File: src/rtl/shift_sequencer.sv
// Variable-distance shifter built by stepping an external 1-bit shifter once per cycle.
// Latency: done in cycle after last step (amt steps; amt==0 -> next cycle). start ignored while busy.
// Optional SHIFT_SEQ_EARLY_EXIT_EN: stop stepping once acc is a fixed point of the op.
module shift_sequencer #(
    parameter int WIDTH = 16,
    parameter int AMT_W = 4
) (
    input  logic             clk,
    input  logic             reset,
    input  logic             start,
    input  logic [WIDTH-1:0] in,
    input  logic [1:0]       op,
    input  logic [AMT_W-1:0] amt,
    output logic             busy,
    output logic             done,
    output logic [WIDTH-1:0] out,
    output logic [WIDTH-1:0] sh_in,
    output logic [1:0]       sh_shift,
    input  logic [WIDTH-1:0] sh_out
);

    typedef enum logic [1:0] {
        IDLE  = 2'd0,
        SHIFT = 2'd1,
        DONE  = 2'd2
    } state_t;

    state_t           state_q, state_d;
    logic [WIDTH-1:0] acc_q, acc_d;
    logic [1:0]       op_q, op_d;
    logic [AMT_W-1:0] count_q, count_d;
    logic [WIDTH-1:0] out_q, out_d;

    always_ff @(posedge clk or posedge reset) begin
        if (reset) begin
            state_q <= IDLE;
            acc_q   <= '0;
            op_q    <= 2'b00;
            count_q <= '0;
            out_q   <= '0;
        end else begin
            state_q <= state_d;
            acc_q   <= acc_d;
            op_q    <= op_d;
            count_q <= count_d;
            out_q   <= out_d;
        end
    end

`ifdef SHIFT_SEQ_EARLY_EXIT_EN
    logic fixed_pt;

    // Further steps cannot change acc, so finishing now gives the same result.
    always_comb begin
        fixed_pt = 1'b0;
        case (op_q)
            2'b00:   fixed_pt = 1'b1;
            2'b01,
            2'b10:   fixed_pt = (acc_q == '0);
            default: fixed_pt = (acc_q == '0) || (acc_q == '1);
        endcase
    end
`endif

    always_comb begin
        state_d = state_q;
        acc_d   = acc_q;
        op_d    = op_q;
        count_d = count_q;
        out_d   = out_q;
        case (state_q)
            IDLE: begin
                if (start) begin
                    acc_d   = in;
                    op_d    = op;
                    count_d = amt;
                    state_d = (amt == '0) ? DONE : SHIFT;
                end
            end
            SHIFT: begin
`ifdef SHIFT_SEQ_EARLY_EXIT_EN
                if (fixed_pt) begin
                    count_d = '0;
                    state_d = DONE;
                end else begin
                    acc_d   = sh_out;
                    count_d = count_q - AMT_W'(1);
                    if (count_q == AMT_W'(1))
                        state_d = DONE;
                end
`else
                acc_d   = sh_out;
                count_d = count_q - AMT_W'(1);
                if (count_q == AMT_W'(1))
                    state_d = DONE;
`endif
            end
            DONE: begin
                out_d   = acc_q;
                state_d = IDLE;
            end
            default: state_d = IDLE;
        endcase
    end

    assign busy     = (state_q != IDLE);
    assign done     = (state_q == DONE);
    // Result is visible during the done cycle, before out_q captures it.
    assign out      = (state_q == DONE) ? acc_q : out_q;
    assign sh_in    = acc_q;
    assign sh_shift = (state_q == SHIFT) ? op_q : 2'b00;

endmodule

File: config.mk
export PLATFORM = sky130hd
export DESIGN_NAME = shift_sequencer
export DESIGN_NICKNAME = d
export VERILOG_FILES = /design/src/rtl/shift_sequencer.sv
export SDC_FILE = /design/constraint.sdc
export NUM_CORES = 1
export LEC_CHECK = 0
export ABC_AREA = 0
export BUFFER_PORTS_ARGS = -buffer_cell sky130_fd_sc_hd__clkbuf_2
export CORE_ASPECT_RATIO = 1.25
export CORE_UTILIZATION = 39
export DETAILED_ROUTE_END_ITERATION = 10
export PLACE_DENSITY_LB_ADDON = 0.12
export SLEW_MARGIN = 20
export SYNTH_ARGS = -nofsm -noshare
export SYNTH_HDL_FRONTEND = slang
export SYNTH_SLANG_ARGS = --single-unit
File: constraint.sdc
create_clock -name clk -period 2.44 [get_ports clk]
set_input_delay 0.122 -clock clk [delete_from_list [all_inputs] [get_ports clk]]
set_output_delay 0.122 -clock clk [all_outputs]
set_load 0.02 [all_outputs]
# Word-level counts from Yosys, hierarchy flattened

Cells that the tools add are included.

Div/mod/pow operators: 0
$mul: 0
Eq/ne operators: 5
Magnitude comparators: 0
Reduce and logical (&&, ||, !) cells: 7
Muxes and demuxes: 10
$add $sub $neg: 1
Bitwise logic cells: 0
Shift operators: 0

Operators by type and width:

| kind                                             | count |
|---|---|
| two-way mux 16 bit                               | 2 |
| one-hot mux 16 bit (2 select lines)              | 1 |
| two-way mux 2 bit                                | 4 |
| one-hot mux 4 bit (2 select lines)               | 1 |
| AND reduction 2 bit                              | 3 |
| == test 4 x 1 -> 1 bit, second input constant    | 1 |
| logical NOT 4 bit                                | 1 |
| two-way mux 4 bit                                | 1 |
| inequality test 2 bit, second input constant     | 2 |
| one-hot mux 2 bit (2 select lines)               | 1 |
| nonzero test 2 bit                               | 2 |
| subtractor 4 x 1 -> 4 bit, second input constant | 1 |
| == test 2 x 1 -> 1 bit, second input constant    | 1 |
| == test 2 bit, second input constant             | 1 |
| logical NOT 2 bit                                | 1 |

Logic and storage cells: 28
RAM bits: 0
Memories kept: 0
Register bits: 40
Latch bits: 0
Bits in read-only memories: 0
Bits of input ports: 41
Output and inout port bits: 36

# Depth between registers and ports, before layout

Gate-level depths: netlist (run 1).

Depth in word-level cells: 4
Mapped depth: 5
Mapped depth without buffers: 5

# Least setup slack after synthesis (run 1)

OpenSTA, ideal clock, no wires.

Path type: reg-to-reg
Start: register state_q[0]
End: register out_q[10]
Stages on the path, launching flop included: 6
Buffers on the path: 3
Path slack: 1.081 ns
Period minus slack after synthesis: 1.359 ns
Setup time: 0.139 ns
Data required time: 2.301 ns
Arrival: 1.220 ns
Path through: dfrtp_1 > buf_6 > nor2b_4 > buf_6 > buf_12 > mux2_4

Cells in the longest elaborated chain, start to end: 2

RTL lines:

| element                | line | text |
|---|---|---|
| from (decl)            | 28   | `state_t state_q, state_d;` |
| from (signal assigned) | 42   | `state_q <= state_d;` |
| == test 2 bit          | -    |  |
| named net done         | 15   | `output logic done,` |
| two-way mux 16 bit     | -    |  |
| named net out[10]      | 16   | `output logic [WIDTH-1:0] out,` |
| to (signal assigned)   | 46   | `out_q <= out_d;` |
| to (decl)              | 32   | `logic [WIDTH-1:0] out_q, out_d;` |

The timed path passes the listed nets, and every way through them passes these cells.
A chain may end at the register's enable or synchronous reset.

# Final worst setup path (run 1)

Start: register state_q[0]
End: output port out[0]

Cells in the longest elaborated chain, start to end: 2

RTL lines:

| element            | line | text |
|---|---|---|
| == test 2 bit      | 109  | `assign out = (state_q == DONE) ? acc_q : out_q;` |
| two-way mux 16 bit | -    |  |
| to (decl)          | 16   |  |

No other way between the ends.

==> impl_metrics.json, run 1 <==
{
  "status": "finished, final reports clean",
  "end_kind": "output port",
  "drt_iter0_markers": 37,
  "track_usage_pct": 17.6,
  "hold_class": "input port to register",
  "ios": 77,
  "clock_latency_ns": 0.29,
  "root_buffer": "clkbuf_8",
  "syn_nets": 214,
  "ys_seq_area_share_pct": 51.3,
  "hold_viol": 0,
  "postPlaceCellArea_sq_um": 2340,
  "syn_area_sq_um": 1950,
  "die_w_um": 65.3,
  "clock-sinks": 40,
  "leakagePower_uw": 0.00127,
  "ir_worst_vdd_mv": 0.477,
  "ys_seq_elements": 40,
  "cts_max_level": 2,
  "gp_congestion": 0.722,
  "power_density_nw_per_um2": 1220,
  "wl_met3_um": 216,
  "synth_area_per_cell_sq_um": 11.4,
  "cp-start-kind": "register",
  "maxSlewHeadroom_pct": 37.5,
  "clockBufferDepth": 2,
  "rows": 28,
  "fp.dieH_um": 81.1,
  "worstSetupPathType": "register to output port",
  "fin_setup_tns_ns": 0,
  "drive_gt1_share_pct": 44.3,
  "hold_start": "op[0]",
  "timing.hold.ws_ns": 0.0737,
  "ys_warn_count": 0,
  "drt-total-wl_mm": 4.30,
  "numPortBuffers": 76,
  "area_growth_pct": 24.2,
  "crit_fanout": 17,
  "cts_tree": "yes",
  "arrival_ns": 1.85,
  "diodes": 0,
  "reg2reg_from": "state_q[0]$_DFFE_PP0P_",
  "vias_per_cell": 4.88,
  "highest_layer": "met4",
  "fin_crit_sh_pct": 80.9,
  "postRouteAntennaNets": 0,
  "fin_area_sq_um": 2420,
  "post_drt_wl_per_cell_um": 14.1,
  "crit_required_ns": 2.32,
  "grt_pass1_vias": 1403,
  "drt-met1-wl_mm": 1.94,
  "drc_errors": 0,
  "finClkSkew_ns": 0.00461,
  "ys_types": 34,
  "path_clk_slew_ns": 0.07,
  "tightest_slew_ns": 0.932,
  "drtPass1Iterations": 4,
  "drv_cap": 0,
  "grt_start_max_net_pins": 30,
  "grt_overflow": 0,
  "fin_nets": 289,
  "initial_utilization_pct": 41.0,
  "utilization_pct": 50.9,
  "wl_met2_mm": 2.09,
  "coreArea_sq_um": 4760,
  "clock.fmax_mhz": 506,
  "vias": 1493,
  "antenna_found_initial": 0,
  "grt_pass1_wl_mm": 7.02,
  "dieArea_sq_um": 5290,
  "rsz0062_at_grt": "no",
  "finalMaxSlewViolations": 0,
  "setup_viol": 0,
  "final_common_cell": "clkbuf_2",
  "critPathLaunch": "state_q[0]$_DFFE_PP0P_",
  "cts_buffers": 5,
  "synth_cells": 171,
  "fin_crit_ns": 1.97,
  "dpl.hpwl_mm": 2.99,
  "layout_common_cells": "76 x clkbuf_2, 40 x dfrtp_1, 20 x a21oi_1"
}
-- what timing repair did --
action                    CTS  global route
buffers inserted            0             0
hold buffers                1             0
hold endpoints to repair   25             0
gates resized for setup     0             0
-- cells by family after synthesis --
kind of cell               share of synthesized area, %
AOI/OAI and AO/OA                                  14.2
adders and majority gates                          1.28
buffers and inverters                              6.35
DFF                                                51.3
muxes                                              12.1
and+or+nand+nor                                    14.7
-- stage by stage --
step / instances / total power [uW] / setup slack [ns]
final: 306 / 2950 / 0.465
after global placement: 298 / 2550 / 0.774
after floorplan: 171 / 2170 / 1.08
after global routing: 306 / 3180 / 0.355
after detailed placement: 298 / 2570 / 0.755
after CTS: 306 / 2990 / 0.432
-- critical path, stage by stage (launching register included) --
cell and delay [ns]:
dfrtp_1 0.43, nor2b_4 0.56, mux2_2 0.42, clkbuf_2 0.16
-- metal layers --
layer | track usage (%) | vias up
li1 | - | 750
met4 | 5.22 | 0
met1 | 23.3 | 694
met3 | 4.49 | 5
met5 | 0 | -
met2 | 28.4 | 44
-- worst paths after layout --
kind	slack (ns)	to	cells after the start
worst min-delay path	0.07	op_q[0]$_DFFE_PP0P_	2
worst max register to register	0.87	count_q[3]$_DFFE_PP0P_	3
worst min register to register	0.49	out_q[6]$_DFF_PP0_	1
min in group asynchronous	0.46	out_q[14]$_DFF_PP0_	3
max in group asynchronous	1.30	out_q[2]$_DFF_PP0_	4
worst max-delay path	0.47	out[0]	3
-- where the power goes --
part           internal (uW)  leakage, uW  switching, uW  total [uW]
Combinational            581     0.000728            832        1410
Sequential               949     0.000496            178        1130
Clock                    194    0.0000410            210         405
-- final cells by class --
type	instances	area (sq um)
well taps	60	75.1
multi-input cells	112	827
fillers	470	2340
flip-flops and latches	40	1000
inverters	6	22.5
clock inverters	1	5.00
repair buffers	81	420
clock buffers	6	72.6
-- Yosys cell counts --
cell type  number  area, sq um
nand2b_1        1         6.26
a31oi_1         1         6.26
nand2_1        16         60.1
o31a_1          1         8.76
a22oi_1         2         15.0
o21bai_2        1         11.3
and2b_1         1         7.51
o21ai_0        15         75.1
a32oi_1         2         17.5
nor3_1          1         5.00
o21ai_1         2         10.0
a2bb2oi_1       1         8.76
ha_1            2         25.0
buf_6           3         33.8
clkbuf_2        2         10.0
nor2b_4         2         27.5
or2_2           1         6.26
buf_2           3         15.0
inv_1           6         22.5
nor4_1          1         6.26
o22ai_1         1         6.26
dfrtp_1        40         1000
or3_1           1         6.26
clkbuf_1        2         7.51
buf_12          1         20.0
mux2_2          9          101
and3b_1        16          140
a21oi_1        20          100
buf_4           2         15.0
a21bo_2         1         10.0
o22a_1          1         8.76
nor2_1          2         7.51
nor3b_1         2         15.0
mux2_4          9          135
-- sequential cells by signal, indices dropped and copies added (netlist names) --
name / cells
count_q: 4
op_q: 2
out_q: 16
sh_in: 16
state_q: 2
Power figures use the tool's default switching activity.
==> run 2, diff against run 1 <==
--- a/config.mk
+++ b/config.mk
@@ -5,7 +5,7 @@
 export SDC_FILE = /design/constraint.sdc
 export NUM_CORES = 1
 export LEC_CHECK = 0
-export ABC_AREA = 0
+export ABC_AREA = 1
 export BUFFER_PORTS_ARGS = -buffer_cell sky130_fd_sc_hd__clkbuf_2
 export CORE_ASPECT_RATIO = 1.25
 export CORE_UTILIZATION = 39
==> constraint.sdc (replaced) <==
create_clock -name clk -period 1.8 [get_ports clk]
set_input_delay 0.09 -clock clk [delete_from_list [all_inputs] [get_ports clk]]
set_output_delay 0.09 -clock clk [all_outputs]
set_load 0.02 [all_outputs]
==> run 2 against run 1 <==
  * Global-route usage grew 0.11 points
  * Non-clock buffer count rose by 3
  * Synthesized cell count rose by 39%
  * Worst setup slack got worse by 0.36 ns
  * Final cell count grew 24%
  * Register-to-register slack got worse by 0.50 ns
  * Sequential share of layout area down 0.40 points
==> impl_metrics.json, run 2 <==
{
  "status": "finished, final reports clean",
  "diodes": 0,
  "ys_types": 20,
  "synth_common_cells": "101 x nand2_1, 40 x dfrtp_1, 26 x o21ai_0",
  "rows": 28,
  "synthTopCellsByArea": "dfrtp_1 52%, nand2_1 20%, o21ai_0 6.8%, inv_1 4.9%, o21ai_2 4.6%",
  "syn_nets": 280,
  "fin_crit_ns": 1.70,
  "fillers": 496,
  "power_density_nw_per_um2": 2020,
  "grt_pass1_vias": 1553,
  "postCtsSetupRepairBufs": 0,
  "finClkSkew_ns": 0.00376,
  "yosysMostFrequentCell": "nand2_1",
  "synth-edff-count": 0,
  "fin_crit_sh_pct": 94.3,
  "ys_warn_count": 0,
  "drv_cap": 0,
  "numPortBuffers": 76,
  "crit_required_ns": 1.71,
  "cts_max_level": 2,
  "path_clk_slew_ns": 0.07,
  "ios": 77,
  "die_w_um": 64.5,
  "synth_cells": 237,
  "end_kind": "output port",
  "ir_worst_vdd_mv": 0.776,
  "hold_start": "op[1]",
  "final_common_cell": "nand2_1",
  "fin_nets": 361,
  "crit_fanout": 20,
  "place_ws_ns": 0.356,
  "syn_area_sq_um": 1910,
  "antenna_found_initial": 0,
  "drt_iter0_markers": 40,
  "cp-start-kind": "register",
  "critPathLaunch": "state_q[1]$_DFFE_PP0P_",
  "postPlaceCellArea_sq_um": 2340,
  "hold_viol": 0,
  "area_growth_pct": 28.3,
  "rr_worst_depth": 6,
  "tightest_slew_ns": 0.543,
  "layout_common_cells": "101 x nand2_1, 76 x clkbuf_2, 40 x dfrtp_1",
  "hold_class": "input port to register",
  "drive_gt1_share_pct": 33.9,
  "drtPass1Iterations": 4,
  "drt-total-wl_mm": 4.14,
  "multiInputGateArea_sq_um": 734,
  "setup_viol": 0,
  "post_drt_wl_per_cell_um": 10.9,
  "dpl.hpwl_mm": 3.18,
  "async_reset_ff_share_pct": 100,
  "clockBufferDepth": 2,
  "dieArea_sq_um": 5170,
  "ys_seq_area_share_pct": 52.5,
  "clock.fmax_mhz": 589,
  "setup_slack_ns": 0.102,
  "ys.flop_type": "dfrtp_1",
  "synth_area_per_cell_sq_um": 8.05,
  "grt_pass1_wl_mm": 7.01,
  "gp_congestion": 0.740,
  "vias": 1700,
  "coreArea_sq_um": 4730,
  "drc_errors": 0,
  "postRouteAntennaNets": 0,
  "reg2reg_from": "state_q[1]$_DFFE_PP0P_",
  "fp.dieH_um": 80.2,
  "arrival_ns": 1.61,
  "worstSetupPathType": "register to output port",
  "clock_latency_ns": 0.29,
  "root_buffer": "clkbuf_8",
  "vias_per_cell": 4.49,
  "fin_setup_tns_ns": 0,
  "initial_utilization_pct": 40.3,
  "synth_top_cell_by_area": "dfrtp_1",
  "cts_buffers": 5,
  "cts_tree": "yes",
  "maxSlewHeadroom_pct": 63.6,
  "layout.area.seq_sq_um": 1000,
  "fin_area_sq_um": 2450,
  "clock-sinks": 40,
  "ys_seq_elements": 40,
  "finalMaxSlewViolations": 0,
  "holdPathStages": 3,
  "grt_start_max_net_pins": 26,
  "leakagePower_uw": 0.00140,
  "rsz0062_at_grt": "yes",
  "yosysTopAreaCellShare_pct": 52.5,
  "grt_overflow": 0,
  "track_usage_pct": 17.7
}
[run 2: cell count changes after synthesis, sizes merged, moves of 2 or more]
cell	change
nand3	+6
mux2	-18
a21oi	-19
inv	+21
nor2	+7
and3b	-16
nand2	+86
a22oi	-2
clkbuf	-3
nor3b	-2
nor2b	-2
o21ai	+21
a32oi	-2
[run 2: stage by stage]
step           power (uW)  hold slack [ns]  instances  utilization, %
6_report             4940           0.0115        379            51.7
5_1_grt              5420           0.0228        379            51.7
4_1_cts              5000          0.00351        379            51.7
3_5_place_dp         4370           0.0846        370            49.6
3_3_place_gp         4320           0.0774        370            49.6
2_1_floorplan        3630            0.211        237               -
[run 2: final timing paths]
path / to / slack [ns]
worst max-delay path: out[14] / 0.10
worst min-delay path: op_q[1]$_DFFE_PP0P_ / 0.01
worst max register to register: state_q[1]$_DFFE_PP0P_ / 0.37
worst min register to register: out_q[13]$_DFF_PP0_ / 0.50
max in group asynchronous: sh_in[6]$_DFFE_PP0P_ / 0.96
min in group asynchronous: out_q[5]$_DFF_PP0_ / 0.31
[run 2: repair_timing]
item	in CTS	in global routing
setup endpoints to repair	0	9
resized for setup	0	8
hold buffers	1	0
hold endpoints to repair	14	0
[run 2: power breakdown]
group	internal, uW	switching (uW)
clock	306	298
combinational	907	1880
sequential	1350	198
total	2570	2370
[run 2: final cells by class]
cell class | instances | area share, %
multi-input cells | 160 | 30.0
flip-flops and latches | 40 | 40.9
clock buffers | 6 | 3.37
clock inverters | 2 | 0.409
well taps | 60 | 3.07
repair buffers | 84 | 18.1
inverters | 27 | 4.14
[run 2: critical path: stages (launching register included)]
cell and delay, ns:
dfrtp_1 0.40, inv_2 0.08, nor2_2 0.11, inv_1 0.07, buf_4 0.19, o21ai_0 0.25
clkbuf_2 0.22
[run 2: cell families after synthesis]
logic type | Yosys count | synth area share (%)
flip-flops | 40 | 52.5
AO/OA/AOI/OAI | 40 | 12.7
AND/OR/NAND/NOR | 118 | 24.5
buffers and inverters | 37 | 8.99
adder cells (fa/ha/maj) | 2 | 1.31
[run 2: metal layers]
metal | global-route usage, % | wire, um
met1 | 20.8 | 1810
met3 | 4.26 | 187
met4 | 7.11 | 61
met2 | 30.8 | 2080
met5 | 0 | 0
